--- src/rtl/cpu_pkg.sv ---
// Shared fetch-path types: the NOP used for empty decode slots and the
// {pc, instr} entry carried through the prefetch queue.
package cpu_pkg;

  localparam logic [31:0] NOP_INSTR = 32'h00000013;  // addi x0,x0,0

  typedef struct packed {
    logic [31:0] pc;
    logic [31:0] instr;
  } fetch_entry_t;

endpackage

--- src/rtl/fq_fifo.sv ---
// Circular buffer of fetch entries with occupancy count and a synchronous
// flush that empties it. DEPTH must be a power of two so pointers wrap freely.
module fq_fifo
  import cpu_pkg::*;
#(
  parameter int DEPTH = 4
) (
  input  logic                     clk,
  input  logic                     reset,
  input  logic                     flush,
  input  logic                     wr_en,
  input  fetch_entry_t             wr_data,
  input  logic                     rd_en,
  output fetch_entry_t             rd_data,
  output logic [$clog2(DEPTH):0]   count
);

  localparam int AW = $clog2(DEPTH);

  logic [AW-1:0] wr_ptr;
  logic [AW-1:0] rd_ptr;
  fetch_entry_t  mem [DEPTH];

  always_ff @(posedge clk) begin
    if (!reset || flush) begin
      wr_ptr <= '0;
      rd_ptr <= '0;
      count  <= '0;
    end else begin
      if (wr_en) wr_ptr <= wr_ptr + AW'(1);
      if (rd_en) rd_ptr <= rd_ptr + AW'(1);
      case ({wr_en, rd_en})
        2'b10:   count <= count + (AW+1)'(1);
        2'b01:   count <= count - (AW+1)'(1);
        default: count <= count;
      endcase
    end
  end

  // Storage needs no reset; entries are only visible through count.
  always_ff @(posedge clk) begin
    if (wr_en) mem[wr_ptr] <= wr_data;
  end

  assign rd_data = mem[rd_ptr];

endmodule

--- src/rtl/fetch_queue.sv ---
// Instruction prefetch queue: owns the fetch PC, issues credit-limited reads
// to a 1-cycle instruction memory and buffers {pc, instr} for the ID stage.
// Optional FETCH_BYPASS_EN forwards a response straight to ID when the queue is empty.
module fetch_queue
  import cpu_pkg::*;
#(
  parameter int          DEPTH    = 4,
  parameter logic [31:0] RESET_PC = 32'h0
) (
  input  logic        clk,
  input  logic        reset,
  input  logic        redirect,
  input  logic [31:0] redirect_pc,
  input  logic        id_ready,
  input  logic [31:0] imem_rdata,
  output logic [31:0] imem_addr,
  output logic        imem_req,
  output logic        id_valid,
  output logic [31:0] id_instr,
  output logic [31:0] id_pc
);

  localparam int CW = $clog2(DEPTH) + 1;

  logic [31:0]  fetch_pc;
  logic [31:0]  rsp_pc;
  logic         rsp_pending;
  logic [CW-1:0] count;
  fetch_entry_t head;
  fetch_entry_t rsp_entry;
  logic         empty;
  logic         credit;
  logic         issue;
  logic         bypass_valid;
  logic         bypass_take;
  logic         wr_en;
  logic         rd_en;

  assign empty = (count == '0);

  // The in-flight response already owns a slot, so it is charged against the
  // credit; a dequeue in the same cycle is deliberately not credited back.
  assign credit = (count + CW'(rsp_pending)) < CW'(DEPTH);
  assign issue  = reset && credit && !redirect;

  assign imem_req  = issue;
  assign imem_addr = fetch_pc;
  assign rsp_entry = '{pc: rsp_pc, instr: imem_rdata};

  always_ff @(posedge clk) begin
    if (!reset) begin
      fetch_pc    <= RESET_PC;
      rsp_pc      <= '0;
      rsp_pending <= 1'b0;
    end else if (redirect) begin
      fetch_pc    <= redirect_pc;
      rsp_pending <= 1'b0;
    end else begin
      rsp_pending <= issue;
      if (issue) begin
        fetch_pc <= fetch_pc + 32'd4;
        rsp_pc   <= fetch_pc;
      end
    end
  end

`ifdef FETCH_BYPASS_EN
  assign bypass_valid = empty && rsp_pending && !redirect;
  assign bypass_take  = bypass_valid && id_ready;

  always_comb begin
    id_valid = 1'b0;
    id_instr = NOP_INSTR;
    id_pc    = '0;
    if (!empty) begin
      id_valid = 1'b1;
      id_instr = head.instr;
      id_pc    = head.pc;
    end else if (bypass_valid) begin
      id_valid = 1'b1;
      id_instr = rsp_entry.instr;
      id_pc    = rsp_entry.pc;
    end
  end
`else
  assign bypass_valid = 1'b0;
  assign bypass_take  = 1'b0;

  always_comb begin
    id_valid = 1'b0;
    id_instr = NOP_INSTR;
    id_pc    = '0;
    if (!empty) begin
      id_valid = 1'b1;
      id_instr = head.instr;
      id_pc    = head.pc;
    end
  end
`endif

  // Redirect voids both the pending write and any dequeue; the flush wins.
  assign wr_en = rsp_pending && !redirect && !bypass_take;
  assign rd_en = !empty && id_ready && !redirect;

  fq_fifo #(
    .DEPTH (DEPTH)
  ) u_fifo (
    .clk     (clk),
    .reset   (reset),
    .flush   (redirect),
    .wr_en   (wr_en),
    .wr_data (rsp_entry),
    .rd_en   (rd_en),
    .rd_data (head),
    .count   (count)
  );

endmodule
--- config.mk ---
export PLATFORM = sky130hd
export DESIGN_NAME = fetch_queue
export DESIGN_NICKNAME = d
export VERILOG_FILES = /design/src/rtl/cpu_pkg.sv /design/src/rtl/fq_fifo.sv /design/src/rtl/fetch_queue.sv
export SDC_FILE = /design/constraint.sdc
export NUM_CORES = 1
export LEC_CHECK = 0
export ABC_AREA = 1
export CAP_MARGIN = 10
export CORE_MARGIN = 2
export CORE_UTILIZATION = 26
export CTS_CLUSTER_DIAMETER = 60
export DETAILED_ROUTE_END_ITERATION = 7
export PLACE_DENSITY = 0.5
export SLEW_MARGIN = 10
export SYNTH_ARGS = -nofsm -noshare
export SYNTH_HDL_FRONTEND = slang
export SYNTH_HIERARCHICAL = 1
export SYNTH_SLANG_ARGS = --single-unit
--- constraint.sdc ---
create_clock -name clk -period 2.8 [get_ports clk]
set_input_delay 0.7 -clock clk [delete_from_list [all_inputs] [get_ports clk]]
set_output_delay 0.7 -clock clk [all_outputs]
set_load 0.1 [all_outputs]
-- Word-level counts from Yosys, hierarchy flattened
Memories as Yosys holds them, arrays and structs flattened. A register that Yosys moved wholly into a read port is not among the register bits.
Index checks and enable logic that the tools add are counted.
- add/sub/neg operators: 6
- order comparisons: 1
- equal/unequal tests: 2
- muxes and demuxes: 10
- bitwise gates (word level): 2
- reduce and logical (&&, ||, !) cells: 14
- operators with widths (operator ; count):
    $mux W32 ; 4
    $add A32 B3 Y32 const B ; 1
    $pmux W3 S2 ; 1
    $logic_and A1 B1 Y1 ; 5
    $add A2 B1 Y2 const B ; 2
    $mux W2 ; 2
    $reduce_bool A2 Y1 ; 2
    $add A3 B1 Y3 ; 1
    $add A3 B1 Y3 const B ; 1
    $logic_not A1 Y1 ; 3
    $logic_not A3 Y1 ; 1
    $lt A3 B3 Y1 const B ; 1
    $mux W1 ; 3
    $sub A3 B1 Y3 const B ; 1
    $eq A2 B1 Y1 const B ; 1
    $eq A2 B2 Y1 const B ; 1
    $not A1 Y1 ; 2
    $reduce_and A2 Y1 ; 1
    $reduce_or A2 Y1 ; 1
    $logic_or A1 B1 Y1 ; 1
- register bits after elaboration: 72
- RAM bits: 256
- bits of input ports: 68
- memories kept: 1
- memories (memory ; depth ; bits a word ; read ports ; clocked after Yosys merged registers in ; write ports ; RTL line ; RTL):
    u_fifo.mem ; 4 ; 64 ; 1 ; 1 ; 1 ; fq_fifo.sv:22 ; fetch_entry_t mem [DEPTH];

-- Logic depth before layout (Yosys ltp)
- word-level depth: 6
- gate-level depth with buffers: 14

-- Modules after synthesis
Netlist, hierarchy kept.
- by module, submodules not included (module ; instances ; cells an instance ; area each (um^2) ; sequential area each (um^2)):
    fq_fifo ; 1 ; 676 ; 9933.3 ; 7867.5
    fetch_queue ; 1 ; 665 ; 4015.1 ; 1301.2

-- Worst setup path before layout
Ideal clock, no wire load.
- path type: input -> register
- start: input redirect
- end: memory u_fifo/mem[0][0] (netlist name) (enable)
- library setup time: 0.418 ns
- data arrival time: 2.612 ns
- path slack: -0.230 ns
- stages: 5
- cell sequence: buf_4 -> clkbuf_1 -> nor2_1 -> nand2_1 -> inv_1
- word-level cells in the longest chain between the ends: 4
- ends and longest elaborated chain (element ; RTL line ; RTL):
    from (decl) ; fetch_queue.sv:12 ; input logic redirect,
    $logic_not A1 Y1 ; fetch_queue.sv:102 ; assign wr_en = rsp_pending && !redirect && !bypass_take;
    $logic_and A1 B1 Y1 ; fetch_queue.sv:102 ;
    named net wr_en ; fetch_queue.sv:36 ; logic wr_en;
    $mux W1 ; fq_fifo.sv:42 ; if (wr_en) mem[wr_ptr] <= wr_data;
    $mux W1 (implied by the code) ; fq_fifo.sv:42 ;
    to (decl) ; fq_fifo.sv:22 ;
The timed path passes the listed nets, and every way through them passes these cells.

==> reports/qor.yml <==
crit_arrival_ns: 2.10
latest_clock_arrival_within_the_worst_skew_pair_ns: 0.54
worst_pin_slew_ns: 0.667
pin_count: 166
max-slew-margin-rel_pct: 55.5
finalWeightedCongestion: 0.788
pin_count_of_the_biggest_net_entering_global_routing: 72
drt_drc_violations_left: 0
detailroute.via_count: 10100
detailroute.wirelength.met2_mm: 18.2
drt_pass1_iterations: 5
initial_drc_count: 684
postSynthCellCount: 1341
synth_edf_count: 256
utilization_after_layout_pct: 36.1
wire_per_inst_um: 17.4
timing.clock.skew_ns: 0.0132
synth_flop_cell: "edfxtp_1"
synth.ff_latch_count: 330
die_outline_area_um2: 55500
clock_tree.buffer_depth: 3
syn_avg_cell_area_um2: 10.4
flow.area_growth_from_synthesis_pct: 36.4
clock_power_share_pct: 43.4
ys_top_cells_by_area: "edfxtp_1 (55%), dfxtp_1 (11%), nor2_1 (6.6%), nand2_1 (4.6%), o21ai_0 (3.5%)"
cts.reportedPaths.clkPinSlew_ns: 0.06
synth_top_area_share_pct: 55.1
met3WireLength_mm: 2.09
crit_required_ns: 2.10
start_kind: "flop"
dieHeight_um: 236
p_switching_uw: 2870
netSwitchingFraction_pct: 24.9
run_status: "complete, no violations"
seq_power_share_pct: 47.2
timing.critical_path.buf_inv: 5
category_of_the_most_critical_setup_path: "flop to output pin"
synth_top_cell_by_area: "edfxtp_1"
finalHoldViolCount: 0
start_util_pct: 26.4
final_nets: 1605
end_kind: "output pin"
worst_path_largest_cell_delay_ns: 0.38
maxCapViolations: 0
synth_cell_type_count: 38
internal-power_uw: 8690
worst_path_most_repeated_cell: "buf_12"
cts_root_buf: "clkbuf_16"
antenna_cells: 0
critical_path.top_delay_family: "buffers and inverters"
post-place-cells: 2158
grt_setup_unrepaired: "true"
syn_std_cell_area_um2: 13900
synth-async-reset-ratio_pct: 0
crit_path_max_fanout: 26
final-max-slew-violation-count: 0
vdd_ir_drop_max_uv: 320
hpwl_mm: 24.1
critical_path.slowest_cell: "dfxtp_4"
ctsHtreeMaxLevel: 2
critical_path.cell_chain: "buf_12 > clkinv_8 > buf_12 > nor2_1 > o22ai_1 > inv_1 > nor2_4 > buf_12"
detail_route.wirelength.met1_mm: 18.1
setup_ws_ns: 0.00240
route.top_layer_used: "met4"
port_buffers: 165
finish.cell_count_without_fillers: 2248
pwr_density_cell_nw_per_um2: 607
synth_nets: 1416
numClockSinks: 330
synth_top_cells_by_count: "edfxtp_1 (256), nor2_1 (247), nand2_1 (171), inv_1 (123), o21ai_0 (97)"
routed_wl_mm: 39.2
fp-row-count: 84
finalCritPeriodShare_pct: 99.9
final_cell_area_um2: 19000
hold_path.class: "flop to flop"
post_dp_cell_area_um2: 17200
die_w_um: 236
gr-total-overflow: 0
ant_nets: 0
post-place-ws_ns: 0.222
synth_sequential_area_ratio_pct: 65.7
clock_tree_from_tritoncts: "built"
final-setup-viol-count: 0
share_comb_of_total_power_pct: 9.4
grt_first_pass_wirelength_mm: 58.3
max_freq_mhz: 357
vias_in_the_first_global_route: 9926
grt_antenna_before_repair: 0
final_worst_hold_slack_ns: 0.449
total_leakage_power_uw: 0.00702
period_minus_slack_ns: 2.80
coreArea_um2: 52800
synthMostInstantiatedCell: "edfxtp_1"
synthesis_warning_total: 6
cts_inserted_buffers: 38
global_route.usage.total_pct: 13.5
post_route_cells_drive_above_1_share_pct: 20.9
avgViaCountPerCell: 4.48
## worst paths after layout
kind                          from               to  slack, ns  depth (start not counted)
hold reg to reg   u_fifo/rd_ptr[1]             flop       0.45                          1
hold / removal    u_fifo/rd_ptr[1]             flop       0.45                          1
setup / recovery              flop         id_pc[0]      0.002                          8
setup reg to reg   u_fifo/count[0]  u_fifo/count[1]       0.70                          7
## cell families after synthesis
logic type / Yosys count / share of synthesized area, %
and+or+nand+nor: 500 / 14.9
xor gates and xnor gates: 8 / 0.502
buffers and inverters: 202 / 6.75
AOI/OAI and AO/OA: 294 / 11.4
adders and majority gates: 7 / 0.682
DFF: 330 / 65.7
## metrics by stage
stage | total power [uW] | TNS, ns
after floorplan | 6200 | 0
after detailed placement | 6630 | 0
after global placement | 6630 | 0
after CTS | 11700 | -1.14
final | 11600 | 0
after global routing | 11900 | -0.819
## sequential cells by signal, summed over array words and instances (netlist names), named ones only
register and cells:
imem_addr 32, u_fifo/count 3, u_fifo/rd_ptr 2, u_fifo/mem 256
rsp_pending 1, rsp_pc 32, u_fifo/wr_ptr 2
## per-layer routing
layer | up-vias | global-route usage (%)
met1 | 4775 | 18.5
met3 | 46 | 2.83
met5 | - | 0
met2 | 282 | 21.6
li1 | 4966 | -
met4 | 0 | 3.69
## power by group through the flow
stage          clock network (uW)  logic (uW)  registers (uW)
6_report                     5020        1090            5460
5_1_grt                      5310        1160            5470
4_1_cts                      5140        1080            5450
3_5_place_dp                    0        1080            5560
3_3_place_gp                    0        1070            5560
2_1_floorplan                   0         487            5720
## placed cells by master, fill, tap and decap left out, drive strengths merged
| master | instances |
|---|---|
| a21boi | 4 |
| a21oi | 59 |
| and2 | 2 |
| buf | 148 |
| bufbuf | 1 |
| bufinv | 4 |
| clkbuf | 47 |
| clkdlybuf4s50 | 67 |
| clkinv | 18 |
| clkinvlp | 5 |
| dfxtp | 74 |
| edfxtp | 256 |
| fa | 1 |
| ha | 6 |
| inv | 131 |
| nand2 | 179 |
| nand3 | 52 |
| nand4 | 3 |
| nor2 | 259 |
| nor3 | 2 |
| o211a | 1 |
| o21ai | 161 |
| o21bai | 5 |
| o22ai | 64 |
| or2 | 3 |
| xor2 | 8 |
## repair_timing
item / in CTS / in global routing
setup endpoints to repair: 64 / 62
gates resized for setup: 19 / 48
pin swaps: 0 / 27
hold buffers: 0 / 0
cloned: 3 / 5
buffers inserted: 4 / 8
## final cells by class
class,instances,area (um^2)
multi-input combinational,809,4120
clock buffer,44,1010
tap,688,861
fill,5196,33700
timing repair inverter,1,8.76
clock inverter,26,265
timing repair buffer,219,3080
sequential,330,9180
inverter,131,522
Power figures use the tool's default switching activity.
